==> src/rtl/otter_divider_pkg.sv <==
// rtl/otter_divider_pkg.sv - shared op codes, FSM states and sign helpers for otter_divider
package otter_divider_pkg;

  localparam logic [1:0] DIV_OP_DIV  = 2'b00;
  localparam logic [1:0] DIV_OP_DIVU = 2'b01;
  localparam logic [1:0] DIV_OP_REM  = 2'b10;
  localparam logic [1:0] DIV_OP_REMU = 2'b11;

  typedef enum logic [1:0] {
    DIV_ST_IDLE = 2'b00,
    DIV_ST_BUSY = 2'b01,
    DIV_ST_FIX  = 2'b10,
    DIV_ST_DONE = 2'b11
  } div_state_e;

  // Magnitude through a 33-bit intermediate so |0x80000000| survives as 0x80000000.
  function automatic logic [31:0] div_mag(input logic [31:0] v, input logic neg);
    logic [32:0] wide;
    wide = {v[31], v};
    if (neg) wide = 33'd0 - wide;
    return wide[31:0];
  endfunction

  // Conditional two's-complement negate used when restoring result signs.
  function automatic logic [31:0] div_apply_sign(input logic [31:0] v, input logic neg);
    return neg ? (32'd0 - v) : v;
  endfunction

endpackage

==> src/rtl/otter_div_step.sv <==
// rtl/otter_div_step.sv - one combinational restoring-division step
module otter_div_step #(
  parameter int XLEN = 32
) (
  input  logic [XLEN-1:0] rem_in,
  input  logic [XLEN-1:0] quo_in,
  input  logic [XLEN-1:0] divisor,
  output logic [XLEN-1:0] rem_out,
  output logic [XLEN-1:0] quo_out
);

  logic [XLEN:0] shifted;
  logic [XLEN:0] trial;

  // Shift {rem,quo} left, try subtracting the divisor, keep it when no borrow.
  always_comb begin
    shifted = {rem_in, quo_in[XLEN-1]};
    trial   = shifted - {1'b0, divisor};
    rem_out = shifted[XLEN-1:0];
    quo_out = {quo_in[XLEN-2:0], 1'b0};
    if (!trial[XLEN]) begin
      rem_out = trial[XLEN-1:0];
      quo_out = {quo_in[XLEN-2:0], 1'b1};
    end
  end

endmodule

==> src/rtl/otter_divider.sv <==
// rtl/otter_divider.sv - iterative RV32M divide/remainder unit; optional last-result cache via OTTER_DIV_CACHE_EN
module otter_divider
  import otter_divider_pkg::*;
#(
  parameter int XLEN = 32
) (
  input  logic            i_clk,
  input  logic            i_rst_n,
  input  logic            i_valid,
  input  logic [1:0]      i_op,
  input  logic [XLEN-1:0] i_src_a,
  input  logic [XLEN-1:0] i_src_b,
  input  logic            i_kill,
  output logic            o_ready,
  output logic            o_valid,
  output logic [XLEN-1:0] o_result
);

  localparam logic [XLEN-1:0] MIN_NEG = {1'b1, {(XLEN-1){1'b0}}};

  div_state_e      state;
  logic [4:0]      count;
  logic [XLEN-1:0] rem_q;
  logic [XLEN-1:0] quo_q;
  logic [XLEN-1:0] div_q;
  logic            neg_quo_q;
  logic            neg_rem_q;
  logic            is_rem_q;
  logic            fast_q;
  logic [XLEN-1:0] fast_res_q;

  logic            in_signed;
  logic            in_rem;
  logic            in_div_zero;
  logic            in_overflow;
  logic            in_special;
  logic [XLEN-1:0] in_special_res;
  logic            in_sign_a;
  logic            in_sign_b;
  logic            cache_hit;
  logic [XLEN-1:0] cache_res;
  logic [XLEN-1:0] step_rem;
  logic [XLEN-1:0] step_quo;
  logic [XLEN-1:0] fin_quo;
  logic [XLEN-1:0] fin_rem;

  assign o_ready = (state == DIV_ST_IDLE);

  assign in_signed      = ~i_op[0];
  assign in_rem         = i_op[1];
  assign in_div_zero    = (i_src_b == '0);
  assign in_overflow    = in_signed && (i_src_a == MIN_NEG) && (i_src_b == '1);
  assign in_special     = in_div_zero || in_overflow;
  assign in_special_res = in_div_zero ? (in_rem ? i_src_a : '1)
                                      : (in_rem ? '0 : MIN_NEG);
  assign in_sign_a      = in_signed & i_src_a[XLEN-1];
  assign in_sign_b      = in_signed & i_src_b[XLEN-1];

  assign fin_quo = div_apply_sign(quo_q, neg_quo_q);
  assign fin_rem = div_apply_sign(rem_q, neg_rem_q);

`ifdef OTTER_DIV_CACHE_EN
  logic            cache_valid;
  logic [XLEN-1:0] cache_a;
  logic [XLEN-1:0] cache_b;
  logic            cache_signed;
  logic [XLEN-1:0] cache_quo;
  logic [XLEN-1:0] cache_rem;
  logic [XLEN-1:0] op_a_q;
  logic [XLEN-1:0] op_b_q;
  logic            op_signed_q;

  assign cache_hit = cache_valid && (cache_a == i_src_a) && (cache_b == i_src_b)
                     && (cache_signed == in_signed);
  assign cache_res = in_rem ? cache_rem : cache_quo;
`else
  assign cache_hit = 1'b0;
  assign cache_res = '0;
`endif

  otter_div_step #(.XLEN(XLEN)) u_step (
    .rem_in  (rem_q),
    .quo_in  (quo_q),
    .divisor (div_q),
    .rem_out (step_rem),
    .quo_out (step_quo)
  );

  // Control FSM: accept, iterate 32 steps, sign-fix and publish, single-cycle done pulse.
  always_ff @(posedge i_clk) begin
    if (!i_rst_n) begin
      state      <= DIV_ST_IDLE;
      count      <= '0;
      o_valid    <= 1'b0;
      o_result   <= '0;
      rem_q      <= '0;
      quo_q      <= '0;
      div_q      <= '0;
      neg_quo_q  <= 1'b0;
      neg_rem_q  <= 1'b0;
      is_rem_q   <= 1'b0;
      fast_q     <= 1'b0;
      fast_res_q <= '0;
`ifdef OTTER_DIV_CACHE_EN
      cache_valid  <= 1'b0;
      cache_a      <= '0;
      cache_b      <= '0;
      cache_signed <= 1'b0;
      cache_quo    <= '0;
      cache_rem    <= '0;
      op_a_q       <= '0;
      op_b_q       <= '0;
      op_signed_q  <= 1'b0;
`endif
    end else begin
      o_valid <= 1'b0;
      case (state)
        DIV_ST_IDLE: begin
          if (i_valid && !i_kill) begin
            is_rem_q <= in_rem;
`ifdef OTTER_DIV_CACHE_EN
            op_a_q      <= i_src_a;
            op_b_q      <= i_src_b;
            op_signed_q <= in_signed;
`endif
            if (in_special) begin
              fast_q     <= 1'b1;
              fast_res_q <= in_special_res;
              state      <= DIV_ST_FIX;
            end else if (cache_hit) begin
              fast_q     <= 1'b1;
              fast_res_q <= cache_res;
              state      <= DIV_ST_FIX;
            end else begin
              fast_q    <= 1'b0;
              rem_q     <= '0;
              quo_q     <= div_mag(i_src_a, in_sign_a);
              div_q     <= div_mag(i_src_b, in_sign_b);
              neg_quo_q <= in_sign_a ^ in_sign_b;
              neg_rem_q <= in_sign_a;
              count     <= '0;
              state     <= DIV_ST_BUSY;
            end
          end
        end
        DIV_ST_BUSY: begin
          if (i_kill) begin
            state <= DIV_ST_IDLE;
            count <= '0;
`ifdef OTTER_DIV_CACHE_EN
            cache_valid <= 1'b0;
`endif
          end else begin
            rem_q <= step_rem;
            quo_q <= step_quo;
            count <= count + 5'd1;
            if (count == 5'd31) state <= DIV_ST_FIX;
          end
        end
        DIV_ST_FIX: begin
          if (i_kill) begin
            state <= DIV_ST_IDLE;
`ifdef OTTER_DIV_CACHE_EN
            cache_valid <= 1'b0;
`endif
          end else begin
            o_valid  <= 1'b1;
            o_result <= fast_q ? fast_res_q : (is_rem_q ? fin_rem : fin_quo);
            state    <= DIV_ST_DONE;
`ifdef OTTER_DIV_CACHE_EN
            if (!fast_q) begin
              cache_valid  <= 1'b1;
              cache_a      <= op_a_q;
              cache_b      <= op_b_q;
              cache_signed <= op_signed_q;
              cache_quo    <= fin_quo;
              cache_rem    <= fin_rem;
            end
`endif
          end
        end
        DIV_ST_DONE: begin
          state <= DIV_ST_IDLE;
`ifdef OTTER_DIV_CACHE_EN
          if (i_kill) cache_valid <= 1'b0;
`endif
        end
        default: state <= DIV_ST_IDLE;
      endcase
    end
  end

endmodule

==> config.mk <==
export PLATFORM = sky130hd
export DESIGN_NAME = otter_divider
export DESIGN_NICKNAME = d
export VERILOG_FILES = /design/src/rtl/otter_divider_pkg.sv /design/src/rtl/otter_div_step.sv /design/src/rtl/otter_divider.sv
export SDC_FILE = /design/constraint.sdc
export NUM_CORES = 1
export LEC_CHECK = 0
export BUFFER_PORTS_ARGS = -buffer_cell sky130_fd_sc_hd__buf_2
export CAP_MARGIN = 20
export CORE_ASPECT_RATIO = 0.75
export CORE_MARGIN = 5
export CORE_UTILIZATION = 44
export CTS_CLUSTER_DIAMETER = 200
export DETAILED_ROUTE_END_ITERATION = 16
export GPL_TIMING_DRIVEN = 0
export PLACE_DENSITY = 0.65
export REMOVE_ABC_BUFFERS = 1
export SETUP_SLACK_MARGIN = 0.4
export SLEW_MARGIN = 20
export SYNTH_ARGS = -nofsm -noshare
export SYNTH_HDL_FRONTEND = slang
export SYNTH_SLANG_ARGS = --single-unit
==> constraint.sdc <==
create_clock -name i_clk -period 4.7 [get_ports i_clk]
set_input_delay 0.47 -clock i_clk [delete_from_list [all_inputs] [get_ports i_clk]]
set_output_delay 0.47 -clock i_clk [all_outputs]
set_load 0.01 [all_outputs]
After elaboration in Yosys (flattened, before gate mapping)
Cells that the tools add are included.
{"block": "classes", "n_eq_ne": 10, "bitwise": 6, "reduce_logical": 16, "n_addsub": 6, "n_mux": 31}
{"operator": "$mux 32", "n": 16}
{"operator": "$pmux 32 s2", "n": 2}
{"operator": "$sub 1x32->32 const A", "n": 4}
{"operator": "$eq 32x32->1 const B", "n": 2}
{"operator": "$sub 33x32->33", "n": 1}
{"operator": "$logic_not 32->1", "n": 1}
{"operator": "$mux 5", "n": 3}
{"operator": "$mux 2", "n": 5}
{"operator": "$pmux 5 s2", "n": 1}
{"operator": "$reduce_and 3->1", "n": 3}
{"operator": "$pmux 2 s4", "n": 1}
{"operator": "$reduce_and 2->1", "n": 4}
{"operator": "$add 5x1->5 const B", "n": 1}
{"operator": "$eq 5x5->1 const B", "n": 1}
{"operator": "$eq 2x2->1 const B", "n": 2}
{"operator": "$ne 2x2->1 const B", "n": 2}
{"operator": "$reduce_and 4->1", "n": 1}
{"operator": "$logic_and 1x1->1", "n": 3}
{"operator": "$mux 1", "n": 3}
{"operator": "$ne 3x3->1 const B", "n": 1}
{"operator": "$not 1->1", "n": 3}
{"operator": "$and 1x1->1", "n": 2}
{"operator": "$eq 2x1->1 const B", "n": 1}
{"operator": "$logic_not 2->1", "n": 1}
{"operator": "5 further kinds", "n": 5}
{"block": "word_totals", "register_bits": 172, "in_bits": 70}

Logic depth before layout (Yosys ltp)
{"block": "logic_depth", "depth_word": 7, "ltp_mapped": 13, "mapped_depth_nobuf": 11}

By module
Synthesis repeated with hierarchy kept, for this count alone.
{"block": "unflattened", "cells_unflattened": 1540, "hier_area_um2": 12542.0}
{"mod": "otter_divider", "seq_area_each_um2": 3443.3, "instances": 1, "area_per_inst_um2": 9992.1, "cells_each": 1200}
{"mod": "otter_div_step", "seq_area_each_um2": 0.0, "instances": 1, "area_per_inst_um2": 2549.9, "cells_each": 340}

Worst setup path after synthesis
No wires, ideal clock.
{"block": "synth_path", "path_kind": "reg2reg", "startpoint": "register quo_q[31]", "endpoint": "register rem_q[15]", "stages_incl_launch_ff": 14, "t_arrival_ns": 2.841, "setup_slack_ns": 1.731, "setup_ns": 0.128, "path_cell_list": "dfxtp_1 -> inv_1 -> ha_1 -> fa_1 -> nor2b_1 -> o2111ai_1 -> a21oi_1 -> o21ai_0 -> a21oi_1 -> o211a_1 -> clkbuf_1 -> clkbuf_1 -> mux2i_1 -> o21ai_0"}
{"block": "synth_via", "elab_chain_len": 4}
{"item": "start, declared", "line_no": "otter_divider.sv:24", "source": "logic [XLEN-1:0] quo_q;"}
{"item": "start signal, assigned", "line_no": "otter_divider.sv:137", "source": "quo_q <= div_mag(i_src_a, in_sign_a);"}
{"item": "start signal, assigned", "line_no": "otter_divider.sv:155", "source": "quo_q <= step_quo;"}
{"item": "$sub 33x32->33", "line_no": "otter_div_step.sv:18", "source": "trial = shifted - {1'b0, divisor};"}
{"item": "$mux 32", "line_no": "otter_div_step.sv:21", "source": "if (!trial[XLEN]) begin"}
{"item": "$mux 32", "line_no": "otter_divider.sv:147", "source": "if (i_kill) begin"}
{"item": "$pmux 32 s2", "line_no": "otter_divider.sv:117", "source": "case (state)"}
{"item": "end signal, assigned", "line_no": "otter_divider.sv:154", "source": "rem_q <= step_rem;"}
{"item": "end, declared", "line_no": "otter_divider.sv:23", "source": "logic [XLEN-1:0] rem_q;"}
Every way passes these cells. The select of a mux whose other input is x is not followed.
A chain may end at the register's enable or synchronous reset.

Final worst setup path
{"block": "layout_path", "startpoint": "input i_src_b[1]", "endpoint": "register rem_q[8]"}
{"block": "layout_via", "elab_chain_len": 5}
{"item": "start, declared", "line_no": "otter_divider.sv:12", "source": "input logic [XLEN-1:0] i_src_b,"}
{"item": "$eq 32x32->1", "line_no": "otter_divider.sv:52", "source": "assign in_overflow = in_signed && (i_src_a == MIN_NEG) && (i_src_b == '1);"}
{"item": "$logic_and 1x1->1", "line_no": "otter_divider.sv:52"}
{"item": "$logic_or 1x1->1 *", "line_no": "otter_divider.sv:53", "source": "assign in_special = in_div_zero || in_overflow;"}
{"item": "$ne 2x2->1 (no source line) *"}
{"item": "$reduce_and 4->1 (no source line) *"}
Mark *: on every way between the ends. The rest lies on a longest branch, timed or not.

==> flow_metrics.tcl <==
set metrics [dict create \
    ant_nets 0 \
    cp_cell_sequence "buf_2 -> inv_1 -> ha_1 -> or4b_2 -> nor3_2 -> nand4_1 -> o211a_1 -> o21ai_4 -> and2_2 -> nand2_1 -> o21ai_0" \
    whs_endpoint "div_q[0]$_SDFFE_PN0P_" \
    chipHeight_um 156 \
    portBuffers 103 \
    globalRouteOverflowTotal 0 \
    ys.flop_type "dfxtp_1" \
    rows 53 \
    vias_per_cell 5.87 \
    drtPass1Iterations 5 \
    cpPeakStageDelay_ns 0.66 \
    grt_use_total_pct 22.6 \
    synth_top_area_share_pct 27.7 \
    rsz0062_at_grt "false" \
    synth_edf_count 0 \
    grt_max_degree 87 \
    whs_ns 0.364 \
    syn_area_per_cell_um2 7.68 \
    tightest_slew_ns 1.07 \
    timing.final.crit_share_pct 80.1 \
    critPathLaunchType "primary input" \
    p_leak_nw 5.76 \
    path_clk_slew_ns 0.06 \
    setup-violations-final 0 \
    gp_congestion 0.892 \
    num-fill-cells 2799 \
    slew_violations 0 \
    crit-reg2reg-capture "rem_q[19]$_SDFFE_PN0P_" \
    boundaryPins 104 \
    cts_sinks 172 \
    cp_max_fo 32 \
    crit_family "simple AND/OR/NAND/NOR gates" \
    avgRoutedWirePerCell_um 18.1 \
    area_delta_synth_final_pct 10.9 \
    cap_viol_max_count 0 \
    worstSetupPathType "in2reg" \
    dpl.hpwl_um 27600 \
    clock_skew_ns 0.0139 \
    synth.cell_area_um2 12400 \
    rr_worst_depth 11 \
    cts_hold_buf 0 \
    hold_class "in2reg" \
    crit_path_end_kind "flip-flop" \
    yosysSeqAreaShare_pct 27.7 \
    drive_above_1_share_pct 11.0 \
    wl_um 36900 \
    status "completed" \
    cp.arrival_ns 4.11 \
    cts_resized 0 \
    total_power_mw 3.98 \
    syn_inst 1621 \
    path_buf_inv 2 \
    dpl_cell_area_um2 13200 \
    drc 0 \
    cts_buffers 17 \
    power_density_nw_per_um2 289 \
    final.setup.worst_slack_ns 0.934 \
    ys_ff_latch 172 \
    drtIter0Drc 1104 \
    async_reset_ff_share_pct 0 \
    slowest_stage "or4b_2" \
    grt_pass1_vias 10981 \
    relSlewSlack_pct 28.3 \
    hold_violations 0 \
    regToRegSetupSlack_ns 1.08 \
    core_um2 27900 \
    clk-insertion-delay-late_ns 0.44 \
    cts_tree "built" \
    synth_warnings 0 \
    cp.required_ns 5.04 \
    postCtsSetupBuffers 0 \
    design_area_um2 13800 \
    pre_cts_ws_ns 0.179 \
    cts_max_path_buffers 2 \
    holdPathStages 3 \
    antenna_cells 0 \
    hp-start "i_src_b[0]" \
    vias 11993 \
    htreeDepth 4 \
    synth_area_leaders "dfxtp_1 28%, nand2_1 6.0%, xnor2_1 5.1%, xor2_1 4.6%, ha_1 3.9%" \
    vdd_drop_max_uv 244 \
    root_buffer "clkbuf_16" \
    antenna_found_initial 0 \
    r2r_start "quo_q[31]$_SDFFE_PN0P_" \
    synth_top_cell_by_area "dfxtp_1" \
    die-width_um 204 \
    nets 1755 \
    post-route-util_pct 49.4 \
    start_util_pct 44.6 \
    fin_crit_ns 3.77 \
    die-area_um2 31800 \
    grt_pass1_wl_um 59300 \
    synth_cell_types 74 \
    max_freq_mhz 266 \
]
-- where the power goes --
part | internal, mW | leakage [nW] | switching (mW)
clock | 0.810 | 0.295 | 0.653
sequential | 1.51 | 1.40 | 0.0759
combinational | 0.364 | 4.06 | 0.563
total | 2.69 | 5.76 | 1.29
-- sequential cells by signal, indices dropped and copies added, names as in the netlist --
| signal | flops |
|---|---|
| state | 2 |
| rem_q | 32 |
| o_result | 32 |
| fast_q | 1 |
| neg_quo_q | 1 |
| fast_res_q | 32 |
| is_rem_q | 1 |
| quo_q | 32 |
| count | 5 |
| o_valid | 1 |
| div_q | 32 |
| neg_rem_q | 1 |
-- cell usage in the layout, fill, tap and decap left out, types with 32 or more instances in the layout --
cell type | netlist | final
nand2_1 | 198 | 197
dfxtp_1 | 172 | 170
buf_2 | 9 | 102
o21ai_0 | 95 | 94
nor2_1 | 93 | 93
a21oi_1 | 89 | 89
nand3_1 | 76 | 76
xnor2_1 | 72 | 72
xor2_1 | 65 | 65
inv_1 | 57 | 57
a21boi_0 | 53 | 53
nand2b_1 | 39 | 39
o211a_1 | 40 | 39
ha_1 | 39 | 39
o211ai_1 | 38 | 38
nor3_1 | 35 | 32
-- metal layers --
metal	GRT usage, %	part of all wire (%)	up-vias
met2	34.3	43	405
met5	0	0	-
met3	3.12	6.7	39
met1	34.1	49	5630
li1	-	-	5919
met4	5.20	1.6	0
-- worst register-to-register path: stages (launching register included) --
cell	delay, ns
dfxtp_1	0.31
inv_1	0.11
ha_1	0.26
fa_1	0.41
nor2b_1	0.19
o2111ai_1	0.16
a21oi_1	0.29
o21ai_0	0.25
a21oi_1	0.24
o211a_2	0.83
nand2_1	0.26
o21ai_0	0.21
-- how the worst max path moves through the flow --
stage                                       from                     end  slack [ns]  depth (start not counted)
final                                 i_src_b[1]   rem_q[8]$_SDFFE_PN0P_        0.93                         11
after global routing      quo_q[31]$_SDFFE_PN0P_  rem_q[14]$_SDFFE_PN0P_        0.68                         11
after CTS                             i_src_b[1]   rem_q[8]$_SDFFE_PN0P_        0.60                         11
after detailed placement              i_src_b[1]  rem_q[28]$_SDFFE_PN0P_        0.18                         11
after global placement                i_src_b[0]   div_q[1]$_SDFFE_PN0P_       -3.39                         10
after floorplan                       i_src_b[0]   div_q[1]$_SDFFE_PN0P_       -1.00                          9
-- final cells by class --
cell class                      instances  area, um^2  share of cell area [%]
Clock buffer                           18         439                    3.18
Multi-Input combinational cell       1278        8310                    60.2
Sequential cell                       172        3450                    25.0
Tap cell                              385         482                    3.49
Timing Repair Buffer                  119         754                    5.47
Inverter                               57         214                    1.55
Clock inverter                         14         158                    1.14
-- cell usage after synthesis, drive strengths merged, types with 36 or more instances --
| cell | count |
|---|---|
| inv | 57 |
| dfxtp | 172 |
| nor3 | 36 |
| o21ai | 96 |
| nor2 | 93 |
| a21boi | 53 |
| nand2b | 39 |
| xor2 | 65 |
| o211a | 40 |
| xnor2 | 72 |
| clkbuf | 96 |
| nand2 | 198 |
| o211ai | 38 |
| a21oi | 89 |
| ha | 39 |
| nand3 | 76 |
-- cells by family (layout without fill, tap and decap cells) --
| group | after synthesis | after routing | share of synthesized area [%] |
|---|---|---|---|
| compound gates | 493 | 493 | 27.5 |
| xor+xnor | 137 | 137 | 9.64 |
| fa+ha+maj | 40 | 40 | 4.08 |
| buf+inv | 171 | 208 | 5.98 |
| flops | 172 | 172 | 27.7 |
| mux | 28 | 28 | 2.25 |
| simple gates | 580 | 580 | 22.9 |
-- stage by stage --
stage	std cells	setup TNS [ns]
after CTS	2043	0
after global routing	2043	0
after detailed placement	2011	0
after floorplan	1507	-29.52
final	2043	0
after global placement	1995	-234.22
Power figures use the tool's default switching activity.
